<file path="config.mk">
export PLATFORM = sky130hd
export DESIGN_NAME = ctl_bram_arbiter
export DESIGN_NICKNAME = d
export VERILOG_FILES = /design/src/rtl/ctl_bram_arbiter_pkg.sv /design/src/rtl/ctl_bram_arbiter_rr_pick.sv /design/src/rtl/ctl_bram_arbiter.sv
export SDC_FILE = /design/constraint.sdc
export NUM_CORES = 1
export LEC_CHECK = 0
export CORE_UTILIZATION = 34
export CTS_CLUSTER_DIAMETER = 100
export CTS_CLUSTER_SIZE = 30
export DETAILED_ROUTE_END_ITERATION = 10
export GPL_TIMING_DRIVEN = 0
export MAX_ROUTING_LAYER = met4
export PLACE_DENSITY = 0.8
export RECOVER_POWER = 50
export SYNTH_ARGS = -nofsm -noshare
export SYNTH_HDL_FRONTEND = slang
export SYNTH_SLANG_ARGS = --single-unit
</file>
<file path="constraint.sdc">
create_clock -name CLK -period 3 [get_ports CLK]
set_input_delay 0.6 -clock CLK [delete_from_list [all_inputs] [get_ports CLK]]
set_output_delay 0.6 -clock CLK [all_outputs]
set_load 0.02 [all_outputs]
</file>
<file path="src/rtl/ctl_bram_arbiter_pkg.sv">
// Shared types and defaults for the control-BRAM port-B arbiter.
// Optional lock support is selected with CTL_BRAM_ARB_LOCK_EN.
package ctl_bram_arbiter_pkg;

  localparam int N_REQ_DEF  = 4;
  localparam int ADDR_W_DEF = 9;
  localparam int DATA_W_DEF = 16;
  localparam int N_REQ_MAX  = 8;

  // Tag id sized for the largest supported requester count
  localparam int TAG_ID_W = $clog2(N_REQ_MAX);

  typedef enum logic {
    IDLE,
    LOCKED
  } arb_state_t;

  typedef struct packed {
    logic                valid;
    logic [TAG_ID_W-1:0] id;
  } rd_tag_t;

endpackage

</file>
<file path="src/rtl/ctl_bram_arbiter_rr_pick.sv">
// Rotating priority encoder: first set req bit at or above ptr,
// wrapping to the lowest set bit when none is found above.
module rr_pick #(
  parameter int N  = 4,
  parameter int IW = 2
) (
  input  logic [N-1:0]  req,
  input  logic [IW-1:0] ptr,
  output logic [N-1:0]  gnt,
  output logic [IW-1:0] idx,
  output logic          any
);

  logic [IW-1:0] lo_idx;
  logic [IW-1:0] hi_idx;
  logic          hi_any;

  always_comb begin
    lo_idx = '0;
    hi_idx = '0;
    hi_any = 1'b0;
    any    = 1'b0;
    for (int i = N - 1; i >= 0; i--) begin
      if (req[i]) begin
        lo_idx = IW'(i);
        any    = 1'b1;
      end
      if (req[i] && (IW'(i) >= ptr)) begin
        hi_idx = IW'(i);
        hi_any = 1'b1;
      end
    end
    idx = hi_any ? hi_idx : lo_idx;
    gnt = '0;
    for (int i = 0; i < N; i++) begin
      gnt[i] = any && (IW'(i) == idx);
    end
  end

endmodule

</file>
<file path="src/rtl/ctl_bram_arbiter.sv">
// Round-robin arbiter sharing control-BRAM port B among requesters.
// Define CTL_BRAM_ARB_LOCK_EN to enable owner locking for bursts.
module ctl_bram_arbiter
  import ctl_bram_arbiter_pkg::*;
#(
  parameter int N_REQ  = N_REQ_DEF,
  parameter int ADDR_W = ADDR_W_DEF,
  parameter int DATA_W = DATA_W_DEF,
  parameter int RD_LAT = 2
) (
  input  logic                CLK,
  input  logic                RST_N,
  input  logic [N_REQ-1:0]    REQ,
  input  logic [N_REQ-1:0]    REQ_WE,
  input  logic [N_REQ*ADDR_W-1:0] REQ_ADDR,
  input  logic [N_REQ*DATA_W-1:0] REQ_DIN,
  input  logic [N_REQ-1:0]    LOCK,
  output logic [N_REQ-1:0]    GNT,
  output logic [N_REQ-1:0]    RVALID,
  output logic [DATA_W-1:0]   RDATA,
  output logic                BRAM_WE,
  output logic [ADDR_W-1:0]   BRAM_ADDR,
  output logic [DATA_W-1:0]   BRAM_DIN,
  input  logic [DATA_W-1:0]   BRAM_DOUT
);

  localparam int IW = $clog2(N_REQ);

  arb_state_t    state;
  logic [IW-1:0] ptr;
  logic [IW-1:0] own;
  logic [IW-1:0] idx;
  logic          any;
  logic          acc;

  logic [N_REQ-1:0] own_mask;
  logic [N_REQ-1:0] req_eff;
  logic [N_REQ-1:0] pick_gnt;
  logic [N_REQ-1:0] rv_next;

  logic              sel_we;
  logic [ADDR_W-1:0] sel_addr;
  logic [DATA_W-1:0] sel_din;

  rd_tag_t sr [RD_LAT];

  always_comb begin
    own_mask = '0;
    for (int i = 0; i < N_REQ; i++) begin
      own_mask[i] = (IW'(i) == own);
    end
    req_eff = REQ;
    if (state == LOCKED) begin
      req_eff = REQ & own_mask;
    end
  end

  rr_pick #(
    .N  (N_REQ),
    .IW (IW)
  ) u_pick (
    .req (req_eff),
    .ptr (ptr),
    .gnt (pick_gnt),
    .idx (idx),
    .any (any)
  );

  assign GNT   = RST_N ? pick_gnt : '0;
  assign acc   = any & RST_N;
  assign RDATA = BRAM_DOUT;

  always_comb begin
    sel_we   = 1'b0;
    sel_addr = '0;
    sel_din  = '0;
    for (int i = 0; i < N_REQ; i++) begin
      if (pick_gnt[i]) begin
        sel_we   = REQ_WE[i];
        sel_addr = REQ_ADDR[i*ADDR_W +: ADDR_W];
        sel_din  = REQ_DIN[i*DATA_W +: DATA_W];
      end
    end
  end

  always_comb begin
    rv_next = '0;
    for (int i = 0; i < N_REQ; i++) begin
      rv_next[i] = sr[RD_LAT-1].valid &&
                   (sr[RD_LAT-1].id == TAG_ID_W'(i));
    end
  end

  always_ff @(posedge CLK or negedge RST_N) begin
    if (!RST_N) begin
      BRAM_WE   <= 1'b0;
      BRAM_ADDR <= '0;
      BRAM_DIN  <= '0;
      ptr       <= '0;
      RVALID    <= '0;
      for (int k = 0; k < RD_LAT; k++) begin
        sr[k] <= '0;
      end
    end else begin
      BRAM_WE <= acc & sel_we;
      if (acc) begin
        BRAM_ADDR <= sel_addr;
        BRAM_DIN  <= sel_din;
        ptr <= (idx == IW'(N_REQ - 1)) ? '0 : idx + IW'(1);
      end
      // Writes occupy a slot too so returns stay aligned to accepts
      sr[0].valid <= acc & ~sel_we;
      sr[0].id    <= TAG_ID_W'(idx);
      for (int k = 1; k < RD_LAT; k++) begin
        sr[k] <= sr[k-1];
      end
      RVALID <= rv_next;
    end
  end

`ifdef CTL_BRAM_ARB_LOCK_EN
  always_ff @(posedge CLK or negedge RST_N) begin
    if (!RST_N) begin
      state <= IDLE;
      own   <= '0;
    end else if (acc) begin
      if (LOCK[idx]) begin
        state <= LOCKED;
        own   <= idx;
      end else begin
        state <= IDLE;
      end
    end else if (state == LOCKED && !REQ[own] && !LOCK[own]) begin
      state <= IDLE;
    end
  end
`else
  logic unused_lock;
  assign unused_lock = ^LOCK;

  always_ff @(posedge CLK or negedge RST_N) begin
    if (!RST_N) begin
      state <= IDLE;
      own   <= '0;
    end else begin
      state <= IDLE;
      own   <= '0;
    end
  end
`endif

endmodule

</file>
==> impl_metrics.json, run 1 <==
{
  "cts.sinks": 38,
  "clockBufferDepth": 2,
  "cp-end-kind": "output pin",
  "wl_met1_microns": 3320,
  "drcViolationCount": 0,
  "highest_layer": "met4",
  "clkSlewWorstSetupHoldPaths_ns": 0.08,
  "period_needed_ns": 2.94,
  "cp.required_ns": 2.40,
  "cpMaxStageDelayCell": "o21ai_0",
  "arrival_ns": 2.34,
  "setup_violations": 0,
  "clock_latency_ns": 0.29,
  "maxCapViolations": 0,
  "crit_end": "GNT[0]",
  "power.leakage_nw": 1.72,
  "dr.pass1.iters": 4,
  "grt_start_max_net_pins": 41,
  "die_area_sq_um": 7440,
  "syn_avg_cell_area_sq_um": 9.93,
  "core_sq_um": 6830,
  "synth_flop_cell": "dfrtp_1",
  "fin_crit_sh": 0.982,
  "layout_commonest_cell": "clkdlybuf4s50_1",
  "finalInstanceArea_sq_um": 4340,
  "area_growth_pct": 79.9,
  "crit_fanout": 10,
  "gp_congestion": 0.809,
  "async_flop_share": 1.00,
  "synth.yosys.seq_area_share": 0.394,
  "slew_viol_final": 0,
  "status": "completed",
  "reg2reg_slack_ns": 0.29,
  "synth_edf_count": 0,
  "crit_path_start": "REQ[3]",
  "worst_slew_margin_rel": 0.456,
  "root_buffer": "clkbuf_8",
  "worst-r2r-cell-count": 10,
  "drive_above_1_share": 0.161,
  "boundaryPins": 180,
  "dp.cells": 497,
  "track_usage": 0.234,
  "ys_warn_count": 0,
  "cts_buffers": 5,
  "crit_chain": "clkdlybuf4s15_2, o21ai_0, a211o_1, ha_4, clkbuf_4, and2_1, clkdlybuf4s15_2",
  "fin_skew_ns": 0.00723,
  "timing.fmax_mhz": 340,
  "tightestPinTransition_ns": 0.814,
  "setup-tns-final_ns": 0,
  "drtAntennaViolNets": 0,
  "grt_pass1_vias": 2754,
  "cts_tree": "built",
  "initialDrtViolationCount": 113,
  "wl_microns": 8560,
  "hold_viol_final": 0,
  "n_fill_cell": 614,
  "port_buffers": 158,
  "hold_path_class": "in2async",
  "dieWidth_microns": 86.3,
  "via_per_inst": 5.33,
  "place_area_sq_um": 4110,
  "synth_area_sq_um": 2410,
  "cpMostUsedCell": "clkdlybuf4s15_2",
  "htree_levels": 2,
  "wire_per_inst_microns": 16.9,
  "die_h_microns": 86.3,
  "power_w": 0.00300,
  "fin_cells": 507,
  "start_kind": "input pin",
  "r2r_end": "BRAM_DIN[7]$_DFFE_PN0P_",
  "synthesis.instances": 243,
  "nets": 544,
  "dr_wl_met2_microns": 4320,
  "dp_hpwl_microns": 6620,
  "ir_worst_vdd_mv": 0.314,
  "rsz0062_at_grt": "yes",
  "antenna_found_initial": 0,
  "final_cell_mix": "150 x clkdlybuf4s50_1, 38 x dfrtp_1, 27 x nand2_1",
  "worst_path_largest_cell_delay_ns": 0.33,
  "ys_types": 35,
  "ys_ff_latch": 38,
  "crit_type": "in2out",
  "pwr_density_cell_nw_per_um2": 692,
  "n_antenna_cell": 0,
  "synth_nets": 377,
  "start_util": 0.353,
  "dr_wl_met3_microns": 784,
  "gr-total-overflow": 0,
  "rows": 30,
  "grt_pass1_wl_microns": 12900,
  "timing.rr.start": "ptr[1]$_DFFE_PN0P_",
  "num_vias": 2703
}
[worst max-delay path, delay by kind of cell]
family / cells / cell delay [ns]
compound gates: 2 / 0.63
simple gates: 1 / 0.14
fa+ha+maj: 1 / 0.22
buf+inv: 3 / 0.75
[per-stage QoR]
stage / util / hold slack [ns] / setup slack, ns
2_1_floorplan: - / 0.304 / 0.273
3_3_place_gp: 0.602 / 0.334 / -1.50
3_5_place_dp: 0.602 / 0.335 / -1.38
4_1_cts: 0.632 / 0.294 / -0.0181
5_1_grt: 0.636 / 0.309 / -0.0356
6_report: 0.636 / 0.277 / 0.0552
[synth_stat cells, types with 2 or more instances]
cell | number | area [sq um]
o31ai_1 | 25 | 188
nor2b_1 | 25 | 156
inv_1 | 2 | 7.51
a21oi_1 | 4 | 20.0
clkbuf_1 | 15 | 56.3
buf_6 | 6 | 67.6
and3_1 | 2 | 12.5
and2_1 | 3 | 18.8
nand2_1 | 27 | 101
ha_1 | 4 | 50.1
nor2_1 | 2 | 7.51
buf_4 | 18 | 135
a221oi_1 | 25 | 219
nor3b_1 | 2 | 15.0
o32ai_1 | 25 | 219
dfrtp_1 | 38 | 951
a21o_2 | 2 | 17.5
[state kept, by name, summed over array words and instances, names as in the netlist]
register,cells
BRAM_DIN,16
RVALID,4
sr,6
BRAM_ADDR,9
ptr,2
BRAM_WE,1
[worst min-delay path by stage]
stage | slack, ns | end | start | cells after the start
3_3_place_gp | 0.33 | sr[1]$_DFF_PN0_ | sr[5]$_DFF_PN0_ | 0
2_1_floorplan | 0.30 | BRAM_ADDR[0]$_DFFE_PN0P_ | RST_N | 0
6_report | 0.28 | RVALID[2]$_DFF_PN0_ | RST_N | 1
5_1_grt | 0.31 | RVALID[0]$_DFF_PN0_ | RST_N | 1
3_5_place_dp | 0.33 | sr[1]$_DFF_PN0_ | sr[5]$_DFF_PN0_ | 0
4_1_cts | 0.29 | RVALID[2]$_DFF_PN0_ | RST_N | 1
[what timing repair did]
item | CTS | global route
endpoints found under the setup margin | 29 | 23
setup buffers | 3 | 1
cloned | 0 | 0
hold buffers | 0 | 0
resized for setup | 39 | 14
pin swaps | 1 | 0
[area by class of cell]
cell class | instances | area [sq um] | area share
sequential | 38 | 951 | 0.219
clock buffer | 5 | 68.8 | 0.0159
tap | 96 | 120 | 0.0277
clock inverter | 3 | 45.0 | 0.0104
multi-input combinational | 162 | 1260 | 0.289
timing repair buffer | 162 | 1610 | 0.371
buffer | 38 | 275 | 0.0634
inverter | 3 | 16.3 | 0.00375
[cells by family after synthesis]
kind of cell,share of synthesized area
buffers and inverters,0.114
DFF,0.394
AOI/OAI and AO/OA,0.309
adders and majority gates,0.0207
muxes,0.0104
and+or+nand+nor,0.152
[where the power goes]
group	internal, W	switching, W
Combinational	0.000844	0.000881
Sequential	0.000712	0.000130
Clock	0.000247	0.000189
Total	0.00180	0.00120
[layer usage]
layer / vias up / global-route usage
li1: 1260 / -
met1: 1269 / 0.258
met2: 162 / 0.413
met3: 12 / 0.0600
met4: 0 / 0.0727
met5: - / -
Power figures use the tool's default switching activity.
==> run 2: changes to the inputs <==
Settings changed: SKIP_LAST_GASP set to 1.
==> run 2 against run 1 <==
Against the previous run: largest cell class unchanged; clock power barely moved; first-iteration DRC count fell by 2.7%; via count barely moved; global-route usage fell by 0.063 points; die area did not move; count of clock-buffer cells in the layout did not move; total power fell by 0.60%; utilization fell by 0.24 points; final cell count did not move; design area fell by 0.37%; worst setup slack improved by 0.0023 ns.
==> impl_metrics.json, run 2 (synthesis results as in run 1) <==
{
  "status": "completed",
  "n_fill_cell": 616,
  "dp_worst_setup_slack_ns": -1.38,
  "cts_tree": "built",
  "arrival_ns": 2.34,
  "via_per_inst": 5.33,
  "area_growth_pct": 79.2,
  "period_needed_ns": 2.94,
  "boundaryPins": 180,
  "reg_top3": "BRAM_DIN x16, BRAM_ADDR x9, sr x6",
  "root_buffer": "clkbuf_8",
  "grt_pass1_vias": 2752,
  "crit_chain": "clkdlybuf4s15_2, nor3b_4, o21bai_4, a21o_2, ha_4, clkbuf_4, and2_1, clkdlybuf4s15_2",
  "gp_congestion": 0.809,
  "die_h_microns": 86.3,
  "num_vias": 2704,
  "setup_violations": 0,
  "crit_fanout": 10,
  "comb_power_share": 0.572,
  "power.leakage_nw": 1.71,
  "start_kind": "input pin",
  "drtAntennaViolNets": 0,
  "multiInputGateArea_sq_um": 1250,
  "place_area_sq_um": 4110,
  "timing.fmax_mhz": 340,
  "pwr_density_cell_nw_per_um2": 690,
  "antenna_found_initial": 0,
  "die_area_sq_um": 7440,
  "clkSlewWorstSetupHoldPaths_ns": 0.08,
  "port_buffers": 158,
  "wire_per_inst_microns": 16.8,
  "cp-end-kind": "output pin",
  "crit_type": "in2out",
  "track_usage": 0.233,
  "switching_share": 0.398,
  "n_antenna_cell": 0,
  "start_util": 0.353,
  "cpMostUsedCell": "clkdlybuf4s15_2",
  "dp_hpwl_microns": 6620,
  "nets": 544,
  "fin_ws_ns": 0.0575,
  "wl_microns": 8530,
  "register_area_sq_um": 951,
  "grt_start_max_net_pins": 41,
  "rsz0062_at_grt": "yes",
  "p_clk_frac": 0.146,
  "ctsHoldBuffers": 0,
  "clockBufferDepth": 2,
  "cts_buffers": 5,
  "clock_latency_ns": 0.29,
  "p_seq_frac": 0.282,
  "slew_viol_final": 0,
  "htree_levels": 2,
  "switchingPower_w": 0.00119,
  "fin_skew_ns": 0.00580,
  "ir_worst_vdd_mv": 0.312,
  "maxCapViolations": 0,
  "gr-total-overflow": 0,
  "core_sq_um": 6830,
  "drive_above_1_share": 0.158,
  "layout_commonest_cell": "clkdlybuf4s50_1",
  "worst_path_largest_cell_delay_ns": 0.30,
  "finalInstanceArea_sq_um": 4330,
  "worst_slew_margin_rel": 0.455,
  "initialDrtViolationCount": 110,
  "hold_viol_final": 0,
  "grt_pass1_wl_microns": 12900,
  "tightestPinTransition_ns": 0.815,
  "hold_path_class": "in2async",
  "dieWidth_microns": 86.3,
  "largest_register_ffs": 16,
  "internal_power_w": 0.00180,
  "drcViolationCount": 0,
  "final_cell_mix": "150 x clkdlybuf4s50_1, 38 x dfrtp_1, 27 x nand2_1",
  "cts.sinks": 38,
  "cp.required_ns": 2.40,
  "regMostFlops": "BRAM_DIN",
  "dr.pass1.iters": 4,
  "fin_crit_sh": 0.981,
  "cpMaxStageDelayCell": "nor3b_4",
  "rows": 30
}
==> run 2: changes by cell type in the layout (fill, tap and decap cells not counted), sizes merged <==
| cell | before | now |
|---|---|---|
| buf | 31 | 30 |
| clkbuf | 18 | 20 |
| clkdlybuf4s15 | 5 | 4 |
==> run 2: final cells by class <==
cell class              instances  area share
repair buffers                162       0.371
clock inverters                 3      0.0104
clock buffers                   5      0.0159
multi-input cells             162       0.289
plain buffers                  38      0.0628
inverters                       3     0.00376
well taps                      96      0.0278
flip-flops and latches         38       0.220
==> run 2: path summary, 6_finish.rpt <==
path	cells past startpoint	to	slack (ns)	startpoint
hold / removal	1	RVALID[2]$_DFF_PN0_	0.28	RST_N
setup reg to reg	10	BRAM_DIN[11]$_DFFE_PN0P_	0.31	ptr[1]$_DFFE_PN0P_
max in group asynchronous	1	BRAM_DIN[6]$_DFFE_PN0P_	2.35	RST_N
min in group CLK	0	sr[1]$_DFF_PN0_	0.35	sr[5]$_DFF_PN0_
hold reg to reg	0	sr[1]$_DFF_PN0_	0.35	sr[5]$_DFF_PN0_
setup / recovery	8	GNT[0]	0.06	REQ[0]
==> run 2: timing repair <==
action                                 4_1_cts  5_1_grt
pin swaps                                    1        0
resized for setup                           37       13
endpoints found under the hold margin        0        0
setup endpoints to repair                   29       23
buffers inserted                             3        1
==> run 2: per-stage QoR <==
stage                      util  setup TNS (ns)  hold WS, ns  total power (W)  std cells
after detailed placement  0.602          -18.94        0.335          0.00248        497
after CTS                 0.630         -0.0795        0.294          0.00298        506
after global placement    0.602          -19.43        0.334          0.00245        497
after global routing      0.633         -0.0518        0.309          0.00319        507
after floorplan               -               0        0.304          0.00173        243
final                     0.633               0        0.277          0.00298        507
==> run 2: critical path, delay by kind of cell <==
kind	cells	cell delay, ns
buffers and inverters	3	0.76
AND/OR/NAND/NOR	2	0.44
AO/OA/AOI/OAI	2	0.34
adder cells (fa/ha/maj)	1	0.19
==> run 2: routing by layer <==
layer	vias to the layer above	track usage	routed length [microns]	share of wire
met5	-	-	0	0
met1	1260	0.258	3190	0.37
met2	172	0.413	4350	0.51
met3	8	0.0571	887	0.10
met4	0	0.0727	106	0.012
li1	1264	-	-	-
==> run 2: power by group through the flow <==
| stage | logic, W | clock network, W | registers [W] |
|---|---|---|---|
| after floorplan | 0.000698 | 0 | 0.00103 |
| after global placement | 0.00161 | 0 | 0.000838 |
| after detailed placement | 0.00164 | 0 | 0.000846 |
| after CTS | 0.00169 | 0.000442 | 0.000842 |
| after global routing | 0.00185 | 0.000468 | 0.000867 |
| final | 0.00171 | 0.000435 | 0.000841 |
==> run 3: changes to the inputs <==
Settings changed: MAX_ROUTING_LAYER met4 to not set.
==> run 3 against run 2 <==
Against the previous run: register-to-register slack about the same; critical path type unchanged; highest routed layer unchanged; sequential share of layout area did not move; non-clock buffer count did not move; first-iteration DRC count rose by 7.3%.
==> impl_metrics.json, run 3 (synthesis results as in run 1) <==
{
  "place_area_sq_um": 4110,
  "pwr_density_cell_nw_per_um2": 693,
  "reg2reg_slack_ns": 0.30,
  "gp_congestion": 0.797,
  "dieWidth_microns": 86.3,
  "arrival_ns": 2.35,
  "port_buffers": 158,
  "dr.pass1.iters": 4,
  "internal_power_w": 0.00180,
  "crit_fanout": 10,
  "cpMaxStageDelayCell": "nor3b_4",
  "die_h_microns": 86.3,
  "worst_slew_margin_rel": 0.462,
  "layout_commonest_cell": "clkdlybuf4s50_1",
  "drcViolationCount": 0,
  "wire_per_inst_microns": 17.0,
  "clockBufferDepth": 2,
  "fin_skew_ns": 0.00402,
  "track_usage": 0.227,
  "fin_crit_sh": 0.982,
  "cp.required_ns": 2.40,
  "gr-total-overflow": 0,
  "nets": 544,
  "rsz0062_at_grt": "yes",
  "slew_viol_final": 0,
  "switching_share": 0.401,
  "grt_pass1_vias": 2738,
  "finalInstanceArea_sq_um": 4330,
  "boundaryPins": 180,
  "r2r_end": "BRAM_DIN[9]$_DFFE_PN0P_",
  "core_sq_um": 6830,
  "worst-path-buf-inv": 3,
  "largest_register_ffs": 16,
  "period_needed_ns": 2.95,
  "ctsHoldBuffers": 0,
  "antenna_found_initial": 0,
  "final_cell_mix": "150 x clkdlybuf4s50_1, 38 x dfrtp_1, 27 x nand2_1",
  "switchingPower_w": 0.00120,
  "reg_top3": "BRAM_DIN x16, BRAM_ADDR x9, sr x6",
  "status": "completed",
  "crit_chain": "clkdlybuf4s15_2, nor3b_4, o21bai_4, a21o_2, ha_4, clkbuf_4, and2_1, clkdlybuf4s15_2",
  "cts_buffers": 5,
  "setup_violations": 0,
  "ir_worst_vdd_mv": 0.314,
  "maxCapViolations": 0,
  "start_kind": "input pin",
  "htree_levels": 2,
  "n_antenna_cell": 0,
  "regMostFlops": "BRAM_DIN",
  "timing.fmax_mhz": 339,
  "start_util": 0.353,
  "drtAntennaViolNets": 0,
  "p_seq_frac": 0.281,
  "fin_cells": 507,
  "timing.rr.start": "ptr[1]$_DFFE_PN0P_",
  "power.leakage_nw": 1.71,
  "hold_path_class": "in2async",
  "wl_microns": 8600,
  "rows": 30,
  "register_area_sq_um": 951,
  "initialDrtViolationCount": 118,
  "die_area_sq_um": 7440,
  "cts_tree": "built",
  "grt_start_max_net_pins": 41,
  "drive_above_1_share": 0.158,
  "worst_path_largest_cell_delay_ns": 0.30,
  "dp.cells": 497,
  "dp_hpwl_microns": 6620,
  "comb_power_share": 0.573,
  "root_buffer": "clkbuf_8",
  "clkSlewWorstSetupHoldPaths_ns": 0.08,
  "cts.sinks": 38,
  "tightestPinTransition_ns": 0.805,
  "worst-r2r-cell-count": 10,
  "area_growth_pct": 79.2,
  "n_fill_cell": 616,
  "via_per_inst": 5.33,
  "grt_pass1_wl_microns": 12900,
  "p_clk_frac": 0.146,
  "num_vias": 2700,
  "crit_type": "in2out",
  "clock_latency_ns": 0.29,
  "critPathTopFamily": "buffers and inverters",
  "cp-end-kind": "output pin",
  "multiInputGateArea_sq_um": 1250,
  "hold_viol_final": 0,
  "cpMostUsedCell": "clkdlybuf4s15_2"
}
-- run 3: cell counts in the layout (fill, tap and decap cells not counted) --
No cell type changed its count.
-- run 3: worst max path at each step --
stage	start	endpoint	cells after the start
floorplan	REQ[0]	GNT[1]	7
global placement	RST_N	GNT[3]	5
detailed placement	REQ[1]	GNT[1]	9
CTS	REQ[0]	GNT[1]	9
global route	REQ[0]	GNT[0]	8
finish	REQ[0]	GNT[0]	8
-- run 3: final cells by class --
type                            count  area share
Multi-Input combinational cell    162       0.289
Sequential cell                    38       0.220
Inverter                            3     0.00376
Timing Repair Buffer              162       0.371
Clock inverter                      3      0.0104
Tap cell                           96      0.0278
Buffer                             38      0.0628
Clock buffer                        5      0.0159
-- run 3: repair_timing --
action | CTS | global route
setup endpoints to repair | 29 | 23
gates resized for setup | 37 | 13
setup buffers | 3 | 1
pin swaps | 1 | 0
-- run 3: metal layers --
metal / routed length (microns) / part of all wire / vias up / GRT usage
li1: - / - / 1260 / -
met4: 133 / 0.015 / 0 / 0.0727
met1: 3410 / 0.40 / 1268 / 0.256
met5: 0 / 0 / - / 0
met3: 796 / 0.093 / 10 / 0.0610
met2: 4250 / 0.49 / 162 / 0.413
-- run 3: stage by stage --
step           power [W]  hold slack [ns]  setup TNS (ns)  worst slack (ns)   util
3_3_place_gp     0.00245            0.334          -19.43             -1.50  0.602
6_report         0.00300            0.275               0            0.0543  0.633
3_5_place_dp     0.00248            0.335          -18.94             -1.38  0.602
4_1_cts          0.00298            0.294         -0.0795           -0.0592  0.630
2_1_floorplan    0.00173            0.304               0             0.273      -
5_1_grt          0.00319            0.306         -0.0518           -0.0351  0.633
-- run 3: power groups by stage --
stage / Combinational [W] / Clock [W] / Sequential, W
detailed placement: 0.00164 / 0 / 0.000846
finish: 0.00172 / 0.000438 / 0.000841
floorplan: 0.000698 / 0 / 0.00103
CTS: 0.00169 / 0.000442 / 0.000842
global placement: 0.00161 / 0 / 0.000838
global route: 0.00185 / 0.000469 / 0.000867
